`config.mk`:
```
export PLATFORM = sky130hd
export DESIGN_NAME = hb3_pwm_drive_flat
export DESIGN_NICKNAME = d
export VERILOG_FILES = /design/src/rtl/hb3_pwm_drive_if.sv /design/src/rtl/hb3_pwm_drive.sv /design/src/flat_wrapper.sv
export SDC_FILE = /design/constraint.sdc
export NUM_CORES = 1
export LEC_CHECK = 0
export CAP_MARGIN = 30
export CORE_MARGIN = 4
export CORE_UTILIZATION = 50
export CTS_CLUSTER_SIZE = 20
export DETAILED_ROUTE_END_ITERATION = 6
export GPL_ROUTABILITY_DRIVEN = 0
export GPL_TIMING_DRIVEN = 0
export PLACE_DENSITY_LB_ADDON = 0.12
export SLEW_MARGIN = 20
export SYNTH_ARGS = -nofsm -noshare
export SYNTH_HDL_FRONTEND = slang
export SYNTH_SLANG_ARGS = --single-unit
```
`constraint.sdc`:
```
create_clock -name clock -period 2.07 [get_ports clock]
set_input_delay 0.207 -clock clock [delete_from_list [all_inputs] [get_ports clock]]
set_output_delay 0.207 -clock clock [all_outputs]
set_load 0.05 [all_outputs]
```
`src/rtl/hb3_pwm_drive_if.sv`:
```
// Control and status signals between the HB3 PWM driver and its host.
// The host (master) owns the requests; the driver (slave) owns the bridge outputs.
interface hb3_pwm_drive_if;
   logic       enable;
   logic [7:0] duty;
   logic       dir_req;
   logic       EN;
   logic       DIR;
   logic       busy;
   logic       period_start;

   modport master (
      output enable,
      output duty,
      output dir_req,
      input  EN,
      input  DIR,
      input  busy,
      input  period_start
   );

   modport slave (
      input  enable,
      input  duty,
      input  dir_req,
      output EN,
      output DIR,
      output busy,
      output period_start
   );
endinterface

```
`src/rtl/hb3_pwm_drive.sv`:
```
// PWM and direction driver for the HB3 H-bridge PMOD.
// A dead-time FSM keeps EN low for DEAD_CLKS clocks before DIR is allowed to change.
module hb3_pwm_drive #(
   parameter int PRESCALE  = 196,
   parameter int DEAD_CLKS = 1000000
) (
   input  logic           clock,
   input  logic           reset,
   hb3_pwm_drive_if.slave bus
);

   localparam int PS_W = (PRESCALE > 1) ? $clog2(PRESCALE) : 1;
   localparam int DC_W = (DEAD_CLKS > 1) ? $clog2(DEAD_CLKS) : 1;
   localparam logic [PS_W-1:0] PS_LAST   = PS_W'(PRESCALE - 1);
   localparam logic [DC_W-1:0] DEAD_LAST = DC_W'(DEAD_CLKS - 1);

   typedef enum logic [1:0] {
      RUN  = 2'd0,
      DEAD = 2'd1,
      SWAP = 2'd2
   } state_t;

   state_t          state_q, state_d;
   logic [PS_W-1:0] ps_q, ps_d;
   logic [7:0]      pwm_cnt_q, pwm_cnt_d;
   logic [7:0]      duty_active_q, duty_active_d;
   logic [DC_W-1:0] dead_cnt_q, dead_cnt_d;
   logic            en_q, en_d;
   logic            dir_q, dir_d;
   logic            busy_q, busy_d;
   logic            period_start_q, period_start_d;

   logic            tick;
   logic            period_end;

   assign tick       = (ps_q == PS_LAST);
   assign period_end = tick && (pwm_cnt_q == 8'hFF);

   // Duty is latched only at the period boundary so a mid-period write never truncates a pulse.
   always_comb begin
      ps_d           = ps_q;
      pwm_cnt_d      = pwm_cnt_q;
      duty_active_d  = duty_active_q;
      period_start_d = 1'b0;

      if (tick) begin
         ps_d      = '0;
         pwm_cnt_d = pwm_cnt_q + 8'd1;
      end else begin
         ps_d = ps_q + PS_W'(1);
      end

      if (period_end) begin
         duty_active_d  = bus.duty;
         period_start_d = 1'b1;
      end
   end

   always_comb begin
      state_d    = state_q;
      dead_cnt_d = dead_cnt_q;
      dir_d      = dir_q;

      unique case (state_q)
         RUN: begin
            if (bus.dir_req != dir_q) begin
               state_d    = DEAD;
               dead_cnt_d = '0;
            end
         end
         DEAD: begin
            if (dead_cnt_q == DEAD_LAST) begin
               state_d = SWAP;
            end else begin
               dead_cnt_d = dead_cnt_q + DC_W'(1);
            end
         end
         SWAP: begin
            dir_d   = bus.dir_req;
            state_d = RUN;
         end
         default: begin
            state_d = RUN;
         end
      endcase
   end

   // Outputs follow the current state, so EN is still low in the first RUN cycle after a swap.
   always_comb begin
      en_d   = (state_q == RUN) && bus.enable && (pwm_cnt_q < duty_active_q);
      busy_d = (state_q == DEAD) || (state_q == SWAP);
   end

   always_ff @(posedge clock) begin
      if (reset) begin
         state_q        <= RUN;
         ps_q           <= '0;
         pwm_cnt_q      <= '0;
         duty_active_q  <= '0;
         dead_cnt_q     <= '0;
         en_q           <= 1'b0;
         dir_q          <= 1'b0;
         busy_q         <= 1'b0;
         period_start_q <= 1'b0;
      end else begin
         state_q        <= state_d;
         ps_q           <= ps_d;
         pwm_cnt_q      <= pwm_cnt_d;
         duty_active_q  <= duty_active_d;
         dead_cnt_q     <= dead_cnt_d;
         en_q           <= en_d;
         dir_q          <= dir_d;
         busy_q         <= busy_d;
         period_start_q <= period_start_d;
      end
   end

   assign bus.EN           = en_q;
   assign bus.DIR          = dir_q;
   assign bus.busy         = busy_q;
   assign bus.period_start = period_start_q;

endmodule

```
`src/flat_wrapper.sv`:
```
// flat-port wrapper written by rule: the top's interface ports become plain ports
module hb3_pwm_drive_flat 
#(
   parameter int PRESCALE  = 196,
   parameter int DEAD_CLKS = 1000000
)
  (clock, reset, bus_enable, bus_duty, bus_dir_req, bus_EN, bus_DIR, bus_busy, bus_period_start);
  hb3_pwm_drive_if bus_i ();
  input  logic clock;
  input  logic reset;
  input wire logic [$bits(bus_i.enable)-1:0] bus_enable;
  input wire logic [$bits(bus_i.duty)-1:0] bus_duty;
  input wire logic [$bits(bus_i.dir_req)-1:0] bus_dir_req;
  output wire logic [$bits(bus_i.EN)-1:0] bus_EN;
  output wire logic [$bits(bus_i.DIR)-1:0] bus_DIR;
  output wire logic [$bits(bus_i.busy)-1:0] bus_busy;
  output wire logic [$bits(bus_i.period_start)-1:0] bus_period_start;
  assign bus_i.enable = bus_enable;
  assign bus_i.duty = bus_duty;
  assign bus_i.dir_req = bus_dir_req;
  assign bus_EN = bus_i.EN;
  assign bus_DIR = bus_i.DIR;
  assign bus_busy = bus_i.busy;
  assign bus_period_start = bus_i.period_start;
  hb3_pwm_drive #(.PRESCALE(PRESCALE), .DEAD_CLKS(DEAD_CLKS)) u_core (.clock(clock), .reset(reset), .bus(bus_i));
endmodule
```
**Word level (Yosys, flattened, before mapping)**

Index checks and enable logic that the tools add are counted.

- $add $sub $neg: 3
- Magnitude comparators: 1
- Equality and inequality tests: 9
- Multiplexer cells: 7
- Reductions and logical operators: 9

Operator list:

| kind | count |
|---|---|
| two-way mux 20 bit | 2 |
| one-hot mux 20 bit (2 select lines) | 1 |
| adder 20 x 1 -> 20 bit (second input constant) | 1 |
| == test 20 bit (second input constant) | 1 |
| adder 8 x 1 -> 8 bit (second input constant) | 2 |
| == test 8 bit (second input constant) | 2 |
| < comparator 8 bit | 1 |
| two-way mux 2 bit | 2 |
| != test 2 x 1 -> 1 bit (second input constant) | 2 |
| one-hot mux 2 bit (2 select lines) | 1 |
| logical AND 1 bit | 3 |
| AND reduction 3 bit | 1 |
| == test 2 x 1 -> 1 bit (second input constant) | 1 |
| == test 2 bit (second input constant) | 1 |
| zero test 2 bit | 1 |
| != test 2 bit (second input constant) | 1 |
| AND reduction 2 bit | 1 |
| nonzero test 2 bit | 1 |
| OR reduction 2 bit | 1 |
| logical OR 1 bit | 1 |
| two-way mux 1 bit | 1 |
| != test 1 bit | 1 |

- Flip-flop bits (word level): 50
- Input bits: 12
- Output and inout port bits: 4
- Logic and storage cells: 38

**Logic depth before layout (Yosys ltp)**

- Depth after elaboration: 3
- Gate-level depth with buffers: 9
- Depth with buffers taken out: 7

**Least setup slack after synthesis**

Ideal clock, no wire load.

- Kind: register to register
- Start point: register u_core.dir_q, in the netlist u_core.bus.DIR
- End point: register u_core.dead_cnt_q[18]
- Arrival: 1.946 ns
- Required time: 1.996 ns
- Slack: 0.050 ns
- Stages on the path, launching flop included: 6
- Path buffers: 0
- Period minus slack after synthesis: 2.020 ns
- Cells stage by stage: dfxtp_1 xnor2_1 a21o_1 a31o_1 or4_1 a31oi_1

- Cells in the longest elaborated chain, start to end: 3

RTL lines:

| item | RTL line | source |
|---|---|---|
| from (decl) | hb3_pwm_drive.sv:29 | `logic dir_q, dir_d;` |
| from (signal assigned) | hb3_pwm_drive.sv:112 | `dir_q <= dir_d;` |
| != test 1 bit | hb3_pwm_drive.sv:66 | `if (bus.dir_req != dir_q) begin` |
| != test 2 x 1 -> 1 bit (no line) | - |  |
| AND reduction 3 bit (no line) | - |  |
| to (signal assigned) | hb3_pwm_drive.sv:110 | `dead_cnt_q <= dead_cnt_d;` |
| to (decl) | hb3_pwm_drive.sv:27 | `logic [DC_W-1:0] dead_cnt_q, dead_cnt_d;` |

Every way passes these cells.
A chain may end at the register's enable or synchronous reset.

**Worst setup path in the final report**

- Start point: register u_core.dead_cnt_q[1]
- End point: register u_core.dead_cnt_q[12]

- Cells in the longest elaborated chain, start to end: 3

RTL lines:

| item | RTL line |
|---|---|
| adder 20 x 1 -> 20 bit / == test 20 bit (equally long branches) | hb3_pwm_drive.sv:75, hb3_pwm_drive.sv:72 |
| two-way mux 20 bit / != test 2 bit (equally long branches) | - |
| one-hot mux 20 bit (2 select lines) / AND reduction 3 bit (equally long branches) | - |

Several ways; a longest one is shown, not always the timed one. The select of a mux whose other input is x is not followed.

==> impl_results.md <==
* Routing usage on met2 at 30.97%
* Worst path slowest cell: dfxtp_1
* Placed cells at 377
* Final ANT Viol Nets at 0
* Status: finished clean
* Core Region at 4848 um2
* Ports at 16
* Detailed Routing Iterations Pass 1 at 5
* Critical path data arrival time at 2.16 ns
* Final min period at 1.979 ns
* Area grow syn2layout at 15.62%
* Worst-case clock buffer depth at 2
* Post-synth ARST share at 0%
* Drt total wl at 5.455 mm
* Tot GR Track Use at 18.34%
* Critical Path Start: u_core.dead_cnt_q[1]
* Hold Violations, Final at 0
* Register area share after synthesis at 38.82%
* Switching Power at 517.9 uW
* Switching share of power at 27.51%
* Register bit total from synthesis at 50
* CTS Buf Count at 5
* Top delay family on crit path: simple AND/OR/NAND/NOR gates
* Crit Path Max Fanout at 9
* Reg-to-reg endpoint: u_core.dead_cnt_q[12]
* Period utilization at 95.60%
* FF-to-FF setup slack at 0.09 ns
* Final Setup Violations at 0
* Part of the power in combinational logic at 15.3%
* Area post-placement at 2813 um2
* Number of fillers in the final layout at 427
* Final WS setup at 0.09103 ns
* Layout cells sized above 1 at 9.091%
* Critical path, cell by cell: ha_1 > nand3_1 > nor3_4 > buf_4 > a31oi_4 > nand2_1 > o21ai_0
* Most used DFF post-synth: dfxtp_1
* Pint at 1.365 mW
* Final net count at 343
* Crit end category: register
* Post-synth EDFFs at 0
* Worst r2r src: u_core.dead_cnt_q[1]
* Initial antenna violation count at 0
* Max incr delay on CP at 0.39 ns
* Mapped Avg Cell Area at 8.741 um2
* Global-route wire length before repair at 9.190 mm
* Grt met1 use at 23.07%
* CTS tree: yes
* Die Y at 79.82 um
* Gr busiest metal: met2
* Clock Skews at 0.008192 ns
* Peak supply drop at 0.4248 mV
* Routed vias at 2181
* Die X at 79.82 um
* Antenna cells at 0
* Dpl ws at -0.1470 ns
* Routed WL per cell at 14.13 um
* Pleak at 1.079 nW
* Fin Setup TNS at 0 ns
* Number of port buffers at 15
* Initial Utilization at 53.19%
* Met3 Track Usage GR at 3.950%
* Vias in the first global route at 2018
* Net count after synthesis at 320
* Design Area, Final at 2982 um2
* Critical path type: reg2reg
* Max Clk Rate at 505.3 MHz
* Max Cap Viol at 0
* Part of the power in the clock network at 32.1%
* Post-Layout Cell Count at 386
* Hold-critical path depth at 1
* Rel. slew slack at 62.01%
* Cell Area, Synth at 2579 um2
* Hold EP: u_core.ps_q[0]
* Worst path buffer plus inverter count at 1
* Hold path start: u_core.ps_q[0]
* Flop pwr share at 52.6%
* Number of DRC markers in iteration 0 at 156
* Clock-pin slew on the worst setup and hold paths at 0.09 ns
* Ys Warns at 0
* Cells after Synth at 295
* Synth cell types at 50
* Die area at 6370 um2
* Actual slew at the worst max-slew pin at 0.5698 ns
* Worst r2r path cells at 7
* Max-slew violations at 0
* Worst-skew pair later-pin latency at 0.30 ns
* Final Power at 1.883 mW
* DR vias/cell at 5.650
* Setup crit start kind: register
* Worst Hold Class: reg2reg
* Pwr dens at 631.4 nW/um2
* Root Buffer Master: clkbuf_8
* Post-route DRC at 0
* FP Rows at 25
* Critical Path RT at 2.25 ns
* Largest net degree at the start of global routing at 17
* Total grt overflow at 0
* Clk sinks at 50
* DP HPWL at 3.827 mm
* H-tree Lvls at 2
## layout make-up
| cell class | instances | area [um2] | share of cell area (%) |
|---|---|---|---|
| inverters | 17 | 63.81 | 2.140 |
| plain buffers | 12 | 60.06 | 2.014 |
| clock buffers | 6 | 82.58 | 2.770 |
| flip-flops and latches | 50 | 1002 | 33.61 |
| clock inverters | 2 | 16.27 | 0.5455 |
| multi-input cells | 215 | 1508 | 50.57 |
| well taps | 67 | 83.83 | 2.812 |
| repair buffers | 17 | 165.2 | 5.539 |
## synthesized netlist by cell type, types with 6 or more instances
library cell,n,area [um2]
a31oi_1,6,37.54
ha_1,13,162.7
dfxtp_1,50,1001
o32ai_1,6,52.55
nand3_1,16,80.08
nor3_1,6,30.03
mux2i_1,10,100.1
nor2_1,31,116.4
a21oi_1,15,75.07
clkbuf_1,10,37.54
inv_1,17,63.81
and3_1,6,37.54
nand2_1,16,60.06
xor2_1,11,96.34
nand4_1,11,68.82
or3_1,7,43.79
## flip-flops by register name, indices dropped and copies added, names as in the netlist
signal,flops
u_core.bus.busy,1
u_core.bus.DIR,1
u_core.pwm_cnt_q,8
u_core.bus.EN,1
u_core.duty_active_q,8
u_core.dead_cnt_q,20
u_core.ps_q,8
u_core.bus.period_start,1
u_core.state_q,2
## kinds of logic after synthesis
group | share of synthesized area [%]
simple gates | 27.80
fa+ha+maj | 6.308
buf+inv | 4.852
mux | 4.755
flops | 38.82
xor+xnor | 4.755
compound gates | 12.71
## cell usage in the layout (no fill, tap or decap), types with 3 or more instances in the layout
cell	count
a31oi_1	6
nand4b_1	4
dfxtp_1	49
a21o_1	3
clkbuf_1	7
nand3_1	16
o32ai_1	6
nand3b_1	5
nor2_1	31
ha_1	11
nand2_1	16
xnor2_1	3
o211ai_1	4
clkdlybuf4s50_1	15
clkbuf_8	6
buf_4	3
inv_1	17
o21ai_0	5
xor2_1	11
a21oi_1	15
and3_1	6
nand4_1	11
nor3_1	6
or3_1	7
mux2i_1	10
## power by group through the flow
stage	Combinational [mW]	Sequential, mW	Clock (mW)
final	0.288	0.990	0.605
after global routing	0.315	0.992	0.668
after CTS	0.274	0.987	0.633
after detailed placement	0.269	1.01	0
after global placement	0.265	1.01	0
after floorplan	0.175	1.01	0
## worst max-delay path by stage
stage | endpoint | slack (ns) | depth (start not counted)
after floorplan | u_core.dead_cnt_q[18] | 0.05 | 5
after global placement | u_core.dead_cnt_q[0] | -0.16 | 6
after detailed placement | u_core.dead_cnt_q[12] | -0.15 | 6
after CTS | u_core.dead_cnt_q[2] | 0.009 | 8
after global routing | u_core.dead_cnt_q[12] | -0.006 | 7
final | u_core.dead_cnt_q[12] | 0.09 | 7
## worst reg2reg max path: stages (launching register included)
cell and delay [ns]:
dfxtp_1 0.39, ha_1 0.22, nand3_1 0.20, nor3_4 0.25
buf_4 0.17, a31oi_4 0.15, nand2_1 0.31, o21ai_0 0.16
## what timing repair did
item | in CTS | in global routing
setup endpoints to repair | 8 | 27
hold buffers | 0 | 0
pin swaps | 0 | 1
setup buffers | 0 | 2
gates resized for setup | 2 | 11
## routing by layer
layer  share of wire [%]  vias to the layer above
met1                  47                     1012
met2                  48                       43
li1                    -                     1117
met4                 1.3                        0
met3                 3.8                        9
met5                   0                        -
## through the flow
| step | utilization, % | hold WS, ns |
|---|---|---|
| after global routing | 61.50 | 0.5068 |
| after detailed placement | 58.01 | 0.4695 |
| final | 61.50 | 0.4832 |
| after global placement | 58.01 | 0.4590 |
| after floorplan | - | 0.3509 |
| after CTS | 60.36 | 0.4908 |
Power figures use the tool's default switching activity.
